## src/rtl/mc_ctrl_sequencer.sv

```systemverilog
// rtl/mc_ctrl_sequencer.sv - multi-cycle FETCH/DECODE/EXE/MEM/WB control sequencer
module mc_ctrl_sequencer #(
  parameter int CTRL_WIDTH      = 32,
  parameter int INST_WIDTH      = 32,
  parameter int WAIT_MAX        = 15,
  parameter int SKIP_MEM        = 1,
  parameter int HALT_ON_ILLEGAL = 1,
  parameter int CNT_WIDTH       = 16
) (
  input  logic                  CLK,
  input  logic                  RST,
  input  logic [INST_WIDTH-1:0] INSTRUCTION,
  input  logic                  MEM_ACK,
  input  logic                  ZERO,
  output logic [CTRL_WIDTH-1:0] CTRL,
  output logic                  READ,
  output logic                  WRITE,
  output logic [2:0]            STATE,
  output logic                  ILLEGAL,
  output logic                  TIMEOUT,
  output logic [CNT_WIDTH-1:0]  RETIRED
);

  typedef enum logic [2:0] {
    S_FETCH  = 3'b000,
    S_DECODE = 3'b001,
    S_EXE    = 3'b010,
    S_MEM    = 3'b011,
    S_WB     = 3'b100,
    S_HALT   = 3'b111
  } state_t;

  localparam logic [7:0]  WAIT_LIM = 8'(WAIT_MAX);
  localparam logic [31:0] W_FETCH  = 32'h2000_0020;
  localparam logic [31:0] W_DECODE = 32'h0000_0110;
  localparam logic [31:0] W_NOP_WB = 32'h0000_000B;

  state_t                 state_q, state_d;
  logic                   boot_q, boot_d;
  logic [7:0]             wait_q, wait_d;
  logic [5:0]             op_q, op_d;
  logic [5:0]             fn_q, fn_d;
  logic                   zero_q, zero_d;
  logic                   ill_q, ill_d;
  logic                   to_q, to_d;
  logic [CNT_WIDTH-1:0]   ret_q, ret_d;
  logic [CTRL_WIDTH-1:0]  ctrl_q, ctrl_d;
  logic                   rd_q, rd_d;
  logic                   wr_q, wr_d;

  logic                   legal, is_mem, is_rd, is_wr, zero_eff;
  logic [31:0]            exe_w, mem_w, wb_w, ctrl_w;

  // Only opcode and funct are kept; the middle instruction fields never influence control.
  logic unused_inst;
  assign unused_inst = ^INSTRUCTION[INST_WIDTH-7:6];

  // The branch WB word is registered on the EXE exit edge itself, so use the live flag there.
  assign zero_eff = (state_q == S_EXE) ? ZERO : zero_q;

  always_comb begin
    legal  = 1'b0;
    is_mem = 1'b0;
    is_rd  = 1'b0;
    is_wr  = 1'b0;
    exe_w  = 32'h0;
    mem_w  = 32'h0;
    wb_w   = W_NOP_WB;
    case (op_q)
      6'h00: begin
        exe_w = 32'h0060_1500;
        wb_w  = 32'h0060_930B;
        case (fn_q)
          6'h20, 6'h22, 6'h2C, 6'h24, 6'h25, 6'h27, 6'h2A, 6'h01, 6'h02, 6'h00: legal = 1'b1;
          6'h08: begin
            legal = 1'b1;
            exe_w = 32'h0;
            wb_w  = 32'h0000_0001;
          end
          default: ;
        endcase
      end
      6'h08, 6'h1D, 6'h0C, 6'h0D, 6'h0A, 6'h0F: begin
        legal = 1'b1;
        exe_w = 32'h0048_1500;
        wb_w  = 32'h0048_930B;
      end
      6'h04: begin
        legal = 1'b1;
        exe_w = 32'h00A0_1500;
        wb_w  = zero_eff ? 32'h00A0_150D : 32'h00A0_150B;
      end
      6'h05: begin
        legal = 1'b1;
        exe_w = 32'h00A0_1500;
        wb_w  = zero_eff ? 32'h00A0_150B : 32'h00A0_150D;
      end
      6'h23: begin
        legal = 1'b1; is_mem = 1'b1; is_rd = 1'b1;
        exe_w = 32'h0048_1500; mem_w = 32'h0048_1520; wb_w = 32'h0048_B70B;
      end
      6'h2B: begin
        legal = 1'b1; is_mem = 1'b1; is_wr = 1'b1;
        exe_w = 32'h0048_0100; mem_w = 32'h0048_0140;
      end
      6'h1B: begin
        legal = 1'b1; is_mem = 1'b1; is_wr = 1'b1;
        exe_w = 32'h1092_0180; mem_w = 32'h1092_01C0;
      end
      6'h1C: begin
        legal = 1'b1; is_mem = 1'b1; is_rd = 1'b1;
        exe_w = 32'h005A_0100; mem_w = 32'h005A_0120;
      end
      6'h02: begin legal = 1'b1; wb_w = 32'h0000_0801; end
      6'h03: begin legal = 1'b1; wb_w = 32'h0000_0A01; end
      default: ;
    endcase
    // An unknown instruction that is allowed to run behaves as a plain NOP.
    if (!legal) begin
      is_mem = 1'b0;
      is_rd  = 1'b0;
      is_wr  = 1'b0;
      exe_w  = 32'h0;
      mem_w  = 32'h0;
      wb_w   = W_NOP_WB;
    end
  end

  always_comb begin
    state_d = state_q;
    boot_d  = 1'b1;
    wait_d  = wait_q;
    op_d    = op_q;
    fn_d    = fn_q;
    zero_d  = zero_q;
    ill_d   = ill_q;
    to_d    = to_q;
    ret_d   = ret_q;
    case (state_q)
      S_FETCH: begin
        // The first edge out of reset only loads the FETCH outputs.
        if (boot_q) begin
          if (MEM_ACK) begin
            op_d    = INSTRUCTION[INST_WIDTH-1 -: 6];
            fn_d    = INSTRUCTION[5:0];
            state_d = S_DECODE;
          end else if (wait_q == WAIT_LIM - 8'd1) begin
            to_d    = 1'b1;
            state_d = S_HALT;
          end else begin
            wait_d = wait_q + 8'd1;
          end
        end
      end
      S_DECODE: begin
        if (!legal && (HALT_ON_ILLEGAL != 0)) begin
          ill_d   = 1'b1;
          state_d = S_HALT;
        end else begin
          state_d = S_EXE;
        end
      end
      S_EXE: begin
        zero_d  = ZERO;
        state_d = (is_mem || (SKIP_MEM == 0)) ? S_MEM : S_WB;
      end
      S_MEM: begin
        if (!is_mem || MEM_ACK) begin
          state_d = S_WB;
        end else if (wait_q == WAIT_LIM - 8'd1) begin
          to_d    = 1'b1;
          state_d = S_HALT;
        end else begin
          wait_d = wait_q + 8'd1;
        end
      end
      S_WB: begin
        ret_d   = ret_q + CNT_WIDTH'(1);
        state_d = S_FETCH;
      end
      S_HALT: ;
      default: state_d = S_HALT;
    endcase
    if (state_d != state_q) wait_d = 8'd0;
  end

  // Outputs are computed from the next state so they change on the same edge as STATE.
  always_comb begin
    ctrl_w = 32'h0;
    rd_d   = 1'b0;
    wr_d   = 1'b0;
    case (state_d)
      S_FETCH:  begin ctrl_w = W_FETCH; rd_d = 1'b1; end
      S_DECODE: ctrl_w = W_DECODE;
      S_EXE:    ctrl_w = exe_w;
      S_MEM: begin
        if (is_mem) begin
          ctrl_w = mem_w;
          rd_d   = is_rd;
          wr_d   = is_wr;
        end else begin
          ctrl_w = exe_w;
        end
      end
      S_WB:     ctrl_w = wb_w;
      default:  ctrl_w = 32'h0;
    endcase
    ctrl_d = CTRL_WIDTH'(ctrl_w);
  end

  always_ff @(posedge CLK or negedge RST) begin
    if (!RST) begin
      state_q <= S_FETCH;
      boot_q  <= 1'b0;
      wait_q  <= 8'd0;
      op_q    <= 6'd0;
      fn_q    <= 6'd0;
      zero_q  <= 1'b0;
      ill_q   <= 1'b0;
      to_q    <= 1'b0;
      ret_q   <= '0;
      ctrl_q  <= '0;
      rd_q    <= 1'b0;
      wr_q    <= 1'b0;
    end else begin
      state_q <= state_d;
      boot_q  <= boot_d;
      wait_q  <= wait_d;
      op_q    <= op_d;
      fn_q    <= fn_d;
      zero_q  <= zero_d;
      ill_q   <= ill_d;
      to_q    <= to_d;
      ret_q   <= ret_d;
      ctrl_q  <= ctrl_d;
      rd_q    <= rd_d;
      wr_q    <= wr_d;
    end
  end

  assign CTRL    = ctrl_q;
  assign READ    = rd_q;
  assign WRITE   = wr_q;
  assign STATE   = state_q;
  assign ILLEGAL = ill_q;
  assign TIMEOUT = to_q;
  assign RETIRED = ret_q;

endmodule

```

## config.mk

```make
export PLATFORM = sky130hd
export DESIGN_NAME = mc_ctrl_sequencer
export DESIGN_NICKNAME = d
export VERILOG_FILES = /design/src/rtl/mc_ctrl_sequencer.sv
export SDC_FILE = /design/constraint.sdc
export NUM_CORES = 1
export LEC_CHECK = 0
export BUFFER_PORTS_ARGS = -buffer_cell sky130_fd_sc_hd__buf_2
export CAP_MARGIN = 20
export CORE_MARGIN = 5
export CORE_UTILIZATION = 35
export CTS_CLUSTER_SIZE = 14
export DETAILED_ROUTE_END_ITERATION = 10
export GPL_ROUTABILITY_DRIVEN = 0
export HOLD_SLACK_MARGIN = 0.03
export PLACE_DENSITY_LB_ADDON = 0.25
export SLEW_MARGIN = 30
export SYNTH_ARGS = -nofsm -noshare
export SYNTH_HDL_FRONTEND = slang
export SYNTH_SLANG_ARGS = --single-unit
```

## constraint.sdc

```tcl
create_clock -name CLK -period 3.5 [get_ports CLK]
set_input_delay 0.525 -clock CLK [delete_from_list [all_inputs] [get_ports CLK]]
set_output_delay 0.525 -clock CLK [all_outputs]
set_load 0.005 [all_outputs]
```

==> results of run 1 <==
==> flip-flops by register name, indices dropped and copies added (netlist names) <==
register / count
ILLEGAL: 1
wait_q: 8
zero_q: 1
CTRL: 21
WRITE: 1
STATE: 3
fn_q: 6
boot_q: 1
READ: 1
op_q: 6
RETIRED: 16
TIMEOUT: 1
==> power by group through the flow <==
stage | Clock [mW] | Sequential (mW) | Combinational (mW)
2_1_floorplan | 0 | 0.791 | 0.0607
3_3_place_gp | 0 | 0.803 | 0.0741
3_5_place_dp | 0 | 0.803 | 0.0752
4_1_cts | 0.596 | 0.788 | 0.0755
5_1_grt | 0.627 | 0.791 | 0.0854
6_report | 0.566 | 0.789 | 0.0743
==> worst max-delay path: cells and delay by family, from the launching register on <==
kind	cells	cell delay, ns
adder cells (fa/ha/maj)	1	0.19
flip-flops	1	0.45
multiplexers	1	0.37
buffers and inverters	2	0.14
AO/OA/AOI/OAI	3	0.94
AND/OR/NAND/NOR	3	0.54
==> cell type report <==
class                      instances  area (µm²)  area share
clock buffer                      10       137.6     0.03514
clock inverter                     6       42.54     0.01086
inverter                          11       43.79     0.01118
multi-input combinational        233        1567      0.4000
sequential                        66        1652      0.4217
tap                              129       161.4     0.04121
timing repair buffer              62       312.8     0.07987
==> cells in the final DEF, fill, tap and decap left out, types with 3 or more instances in the layout <==
cell       n
nand2b_1   7
mux2_4     9
nand2_1   27
nand4_1    5
nor2b_1    3
a21oi_1   11
and3_1     6
conb_1    10
clkbuf_8  10
o21ai_0    7
inv_1      9
xor2_1    13
nor3_1     8
a211oi_1   4
dfrtp_1   66
o21a_1     4
ha_1       3
buf_2     61
nand3b_1   4
nand3_1   13
mux2_2     6
a31o_2     5
and2_1     4
xnor2_1   12
nor2_1    30
==> cells by family (layout without fill, tap and decap cells) <==
group           count (synthesis)  in the layout  share of synthesized area
compound gates                 57             57                     0.1262
xor+xnor                       25             25                    0.06479
fa+ha+maj                       3              3                    0.01111
buf+inv                        34             89                    0.05664
flops                          66             66                     0.4887
mux                            15             15                    0.05998
other cells                     2             10                   0.002222
simple gates                  123            123                     0.1903
==> how the worst max path moves through the flow <==
stage                                     start                  end  slack, ns  cells after the start
after CTS                 wait_q[0]$_DFFE_PN0P_  op_q[0]$_DFFE_PN0P_       0.75                     10
after detailed placement  wait_q[0]$_DFFE_PN0P_  op_q[0]$_DFFE_PN0P_       0.76                     10
final                     wait_q[0]$_DFFE_PN0P_  op_q[0]$_DFFE_PN0P_       0.76                     10
after global placement    wait_q[0]$_DFFE_PN0P_  fn_q[4]$_DFFE_PN0P_       0.82                     10
after floorplan           wait_q[0]$_DFFE_PN0P_  fn_q[0]$_DFFE_PN0P_       1.11                     11
after global routing        op_q[2]$_DFFE_PN0P_   CTRL[22]$_DFF_PN0_       0.57                      7
==> metal layers <==
layer  wire length [µm]  GRT usage
met1               3469     0.1729
met2               3501     0.2091
met3                378    0.04299
met4                 51    0.02976
met5                  0          0
==> run metrics, run 1 <==
Setup Skew=about 0.0083 ns; Tcrit/Tclk final=0.7832; Internal Power=~1.1 mW; Finished Core Util=0.4199; final-report max-slew violation count=0; IO Count=91; number of port buffers=61; CTS Buf Count=9; chip width=between 100 and 150 µm; number of fill cells=roughly 900; area post-placement=around 3700 µm²; Slew HR=0.5268; Max Buffers Root-to-Sink=2; count of cell types in the netlist=62; die area=11720 µm²; via density per instance=4.868; Antenna Nets Post-Route=0; Max Cap Violations=0; Synth Warn #=0; hpwl dp=5417 µm; DRT Pass-1 Iters=4; FF-to-FF setup slack=roughly 0.76 ns; Hold Slack=around 0.22 ns; Worst R2R End=op_q[0]$_DFFE_PN0P_; gr ovfl total=0; Syn Area/Cell=just over 10 µm²; non-filler cells, final=517; Die Y=108.3 µm; CP required=3.72 ns; Worst-Skew Late Latency=0.34 ns; P_leak=1.971 nW; startpoint class of the critical path=register; PostCTS Resize Cnt=0; data arrival time of the critical path=2.97 ns; Max Freq=364.8 MHz; fin worst setup slack=0.7589 ns; R2R Path Start=wait_q[0]$_DFFE_PN0P_; CP Max Fanout=13; setup_tns=0 ns; clock tree sinks=66; sequential-to-total area share from yosys stat=0.4887; PwrDens=365.0 nW/µm²; vias post-DR=between 2000 and 3000; Synth top cells by count=dfrtp_1 (66), nor2_1 (30), nand2_1 (27); Worst-Margin Slew=~0.71 ns; top_reg_cell synth=dfrtp_1; Fin. Hold Viols=0; crit end category=register; drt drc=0; fin area=3916 µm²; Syn Std Cell Area=roughly 3400 µm²; Core Region=9328 µm²; Reg clk slew, reported paths=roughly 0.070 ns; Critical Path Max Stage Delay=0.45 ns; #FFs+latches synth=66; share of cells above drive strength 1=0.2861; RSZ-0062 raised after global routing=no; total wire length=7400 µm; Crit-path slowest cell=dfrtp_1; area grow syn2layout=15.88%; dpl ws=about 0.76 ns; Post-synth EDFFs=0; number of global-route vias before repair=between 2000 and 2500; Peak VDD IR=~0.21 mV; Sw Pwr=0.3517 mW; status=finished clean; Tot Pwr=1.430 mW; H-tree levels=3; min Tclk post-route=2.741 ns; Comb power frac=0.052; num rows=35; register share of total power=0.552; R2R depth=10; clock group share of total power=0.396; # diodes=0; CTS tree=done; Post-CTS Setup Bufs=0; min-delay worst type=in -> async; Synth top area share=0.4887; placed insts=~500; Syn Inst Count=approximately 330; Global Route Usage Sum=0.1308; CTS Root Cell=clkbuf_8; cell breakdown of the critical path=inv_1, ha_1, nor4b_1, and2_1, o21a_1, a211oi_1, o31a_4, inv_4, nand2_4, mux2_2; CP Class=reg -> reg; initial antenna violation count=0; sw frac=0.2460; final net count=422; cts hold-fix bufs=0; WL/cell=about 14 µm; final setup violation count=0; ranking of synthesized cells by area=dfrtp_1 (49%), mux2_4 (4.0%), xor2_1 (3.4%); Initial Util=0.3623; asr flop ratio synth=1.000; global-route wire length before repair=12130 µm; cell taking the most area after synthesis=dfrtp_1; count leader, synth=dfrtp_1; largest net degree at the start of global routing=38; Initial DRC Count=112
Power figures use the tool's default switching activity.
==> run 2: changes to the inputs <==
- clock period: 3.5 -> 2.7 ns (I/O delays scaled with it)
==> run metrics, run 2 (synthesized netlist as in run 1, its figures left out) <==
crit end category=register; vias post-DR=2529 (+0.48%); cell breakdown of the critical path=and3b_1, a22o_1, a21oi_2, o31ai_2, o31a_4, inv_4, nand2_4, mux2_4; clock group share of total power=0.448 (+0.052); P_leak=2.071 nW (+5.1%); startpoint class of the critical path=register; Hold Slack=0.09543 ns (-0.1292 ns); Max Buffers Root-to-Sink=2 (unchanged); commonest cells after routing, fill and taps aside=dfrtp_1 (66), buf_2 (61), nor2_1 (30); number of fill cells=911 (-1.4%); Slew HR=0.5510 (+0.02422); IO Count=91 (unchanged); initial antenna violation count=0 (unchanged); H-tree levels=3 (unchanged); Antenna Nets Post-Route=0 (unchanged); Die Y=108.3 µm (unchanged); min-delay worst type=in -> async; DRT Pass-1 Iters=4 (unchanged); fin area=4078 µm² (+4.1%); Core Region=9328 µm² (unchanged); Global Route Usage Sum=0.1380 (+0.007172); cts hold-fix bufs=0 (unchanged); num rows=35 (unchanged); global-route wire length before repair=12640 µm (+4.2%); gr ovfl total=0 (unchanged); max FFs per register=21 (unchanged); total wire length=7548 µm (+2.0%); Worst-Margin Slew=0.6735 ns (-0.03160 ns); # diodes=0 (unchanged); PostCTS Resize Cnt=0 (unchanged); Tot Pwr=2.044 mW (+43%); Post-CTS Setup Bufs=0 (unchanged); data arrival time of the critical path=2.62 ns (-0.35 ns); die area=11720 µm² (unchanged); number of port buffers=61 (unchanged); chip width=108.3 µm (unchanged); register area=1652 µm² (unchanged); final setup violation count=0 (unchanged); share of cells above drive strength 1=0.3109 (+0.02486); Peak VDD IR=0.2235 mV (+5.4%); drt drc=0 (unchanged); Sw Pwr=0.4576 mW (+30%); final-report max-slew violation count=0 (unchanged); CP Class=reg -> reg; largest net degree at the start of global routing=39 (+2.6%); combined area of the multi-input logic cells=1567 µm² (unchanged); Setup Skew=0.01415 ns (+0.005861 ns); min Tclk post-route=2.403 ns (-0.3379 ns); status=finished clean; Fin. Hold Viols=0 (unchanged); clock tree sinks=66 (unchanged); CTS Root Cell=clkbuf_8; Reg clk slew, reported paths=0.08 ns (about the same); PwrDens=501.2 nW/µm² (+37%); area post-placement=3861 µm² (+3.3%); cell family with most CP delay=compound AO/OA/AOI/OAI gates; Internal Power=1.586 mW (+47%); register share of total power=0.498 (-0.054); Initial Util=0.3623 (unchanged); via density per instance=4.763 (-2.2%); final net count=437 (+3.6%); area grow syn2layout=20.66%; WL/cell=14.21 µm (-0.69%); Worst-Skew Late Latency=0.35 ns (about the same); CP bufs+invs=1 (-1); sw frac=0.2239 (-0.02216); Critical Path Max Stage Delay=0.54 ns (+0.09 ns); hpwl dp=5586 µm (+3.1%); commonest non-fill, non-tap cell in the layout=dfrtp_1; Max Cap Violations=0 (unchanged); RSZ-0062 raised after global routing=no; CP Max Fanout=14 (+1); Tcrit/Tclk final=0.8901 (+0.1069); Finished Core Util=0.4372 (+0.01730); CTS Buf Count=9 (unchanged); number of global-route vias before repair=2527 (+2.1%); Initial DRC Count=163 (+46%); CP required=2.92 ns (-0.80 ns); non-filler cells, final=531 (+2.7%); Comb power frac=0.054 (+0.002); dpl ws=0.2917 ns (-0.4723 ns); Crit-path slowest cell=dfrtp_1; Max Freq=416.1 MHz (+14%); fin worst setup slack=0.2968 ns (-0.4621 ns); setup_tns=0 ns (unchanged); placed insts=516 (+3.0%); CTS tree=done
[run 2: per-layer routing]
| metal | GRT usage | part of all wire |
|---|---|---|
| met1 | 0.1840 | 0.47 |
| met2 | 0.2149 | 0.47 |
| met3 | 0.04239 | 0.054 |
| met4 | 0.04328 | 0.0086 |
| met5 | 0 | 0 |
[run 2: worst paths after layout]
kind	from	cells past startpoint	to	slack (ns)
min in group CLK	INSTRUCTION[27]	2	op_q[1]$_DFFE_PN0P_	0.29
setup / recovery	op_q[1]$_DFFE_PN0P_	8	op_q[5]$_DFFE_PN0P_	0.30
max in group asynchronous	RST	2	RETIRED[5]$_DFFE_PN0P_	1.98
hold / removal	RST	1	op_q[1]$_DFFE_PN0P_	0.1
setup reg to reg	op_q[1]$_DFFE_PN0P_	8	op_q[5]$_DFFE_PN0P_	0.30
hold reg to reg	RETIRED[15]$_DFFE_PN0P_	1	RETIRED[15]$_DFFE_PN0P_	0.47
[run 2: power by group through the flow]
stage	Sequential, mW	Clock, mW	Combinational [mW]
after floorplan	1.03	0	0.0787
after global placement	1.04	0	0.110
after detailed placement	1.04	0	0.112
after CTS	1.02	0.939	0.112
after global routing	1.02	0.989	0.126
final	1.02	0.915	0.110
[run 2: final cells by class]
cell class	instances	area share
multi-input cells	233	0.3842
clock inverters	5	0.01933
well taps	129	0.03958
flip-flops and latches	66	0.4050
clock buffers	10	0.03375
inverters	11	0.01074
repair buffers	77	0.1074
[run 2: worst register-to-register path, stage by stage, from the launching register on]
cell and delay, ns:
dfrtp_1 0.54, and3b_1 0.29, a22o_1 0.22, a21oi_2 0.14
o31ai_2 0.13, o31a_4 0.40, inv_4 0.09, nand2_4 0.15
mux2_4 0.34
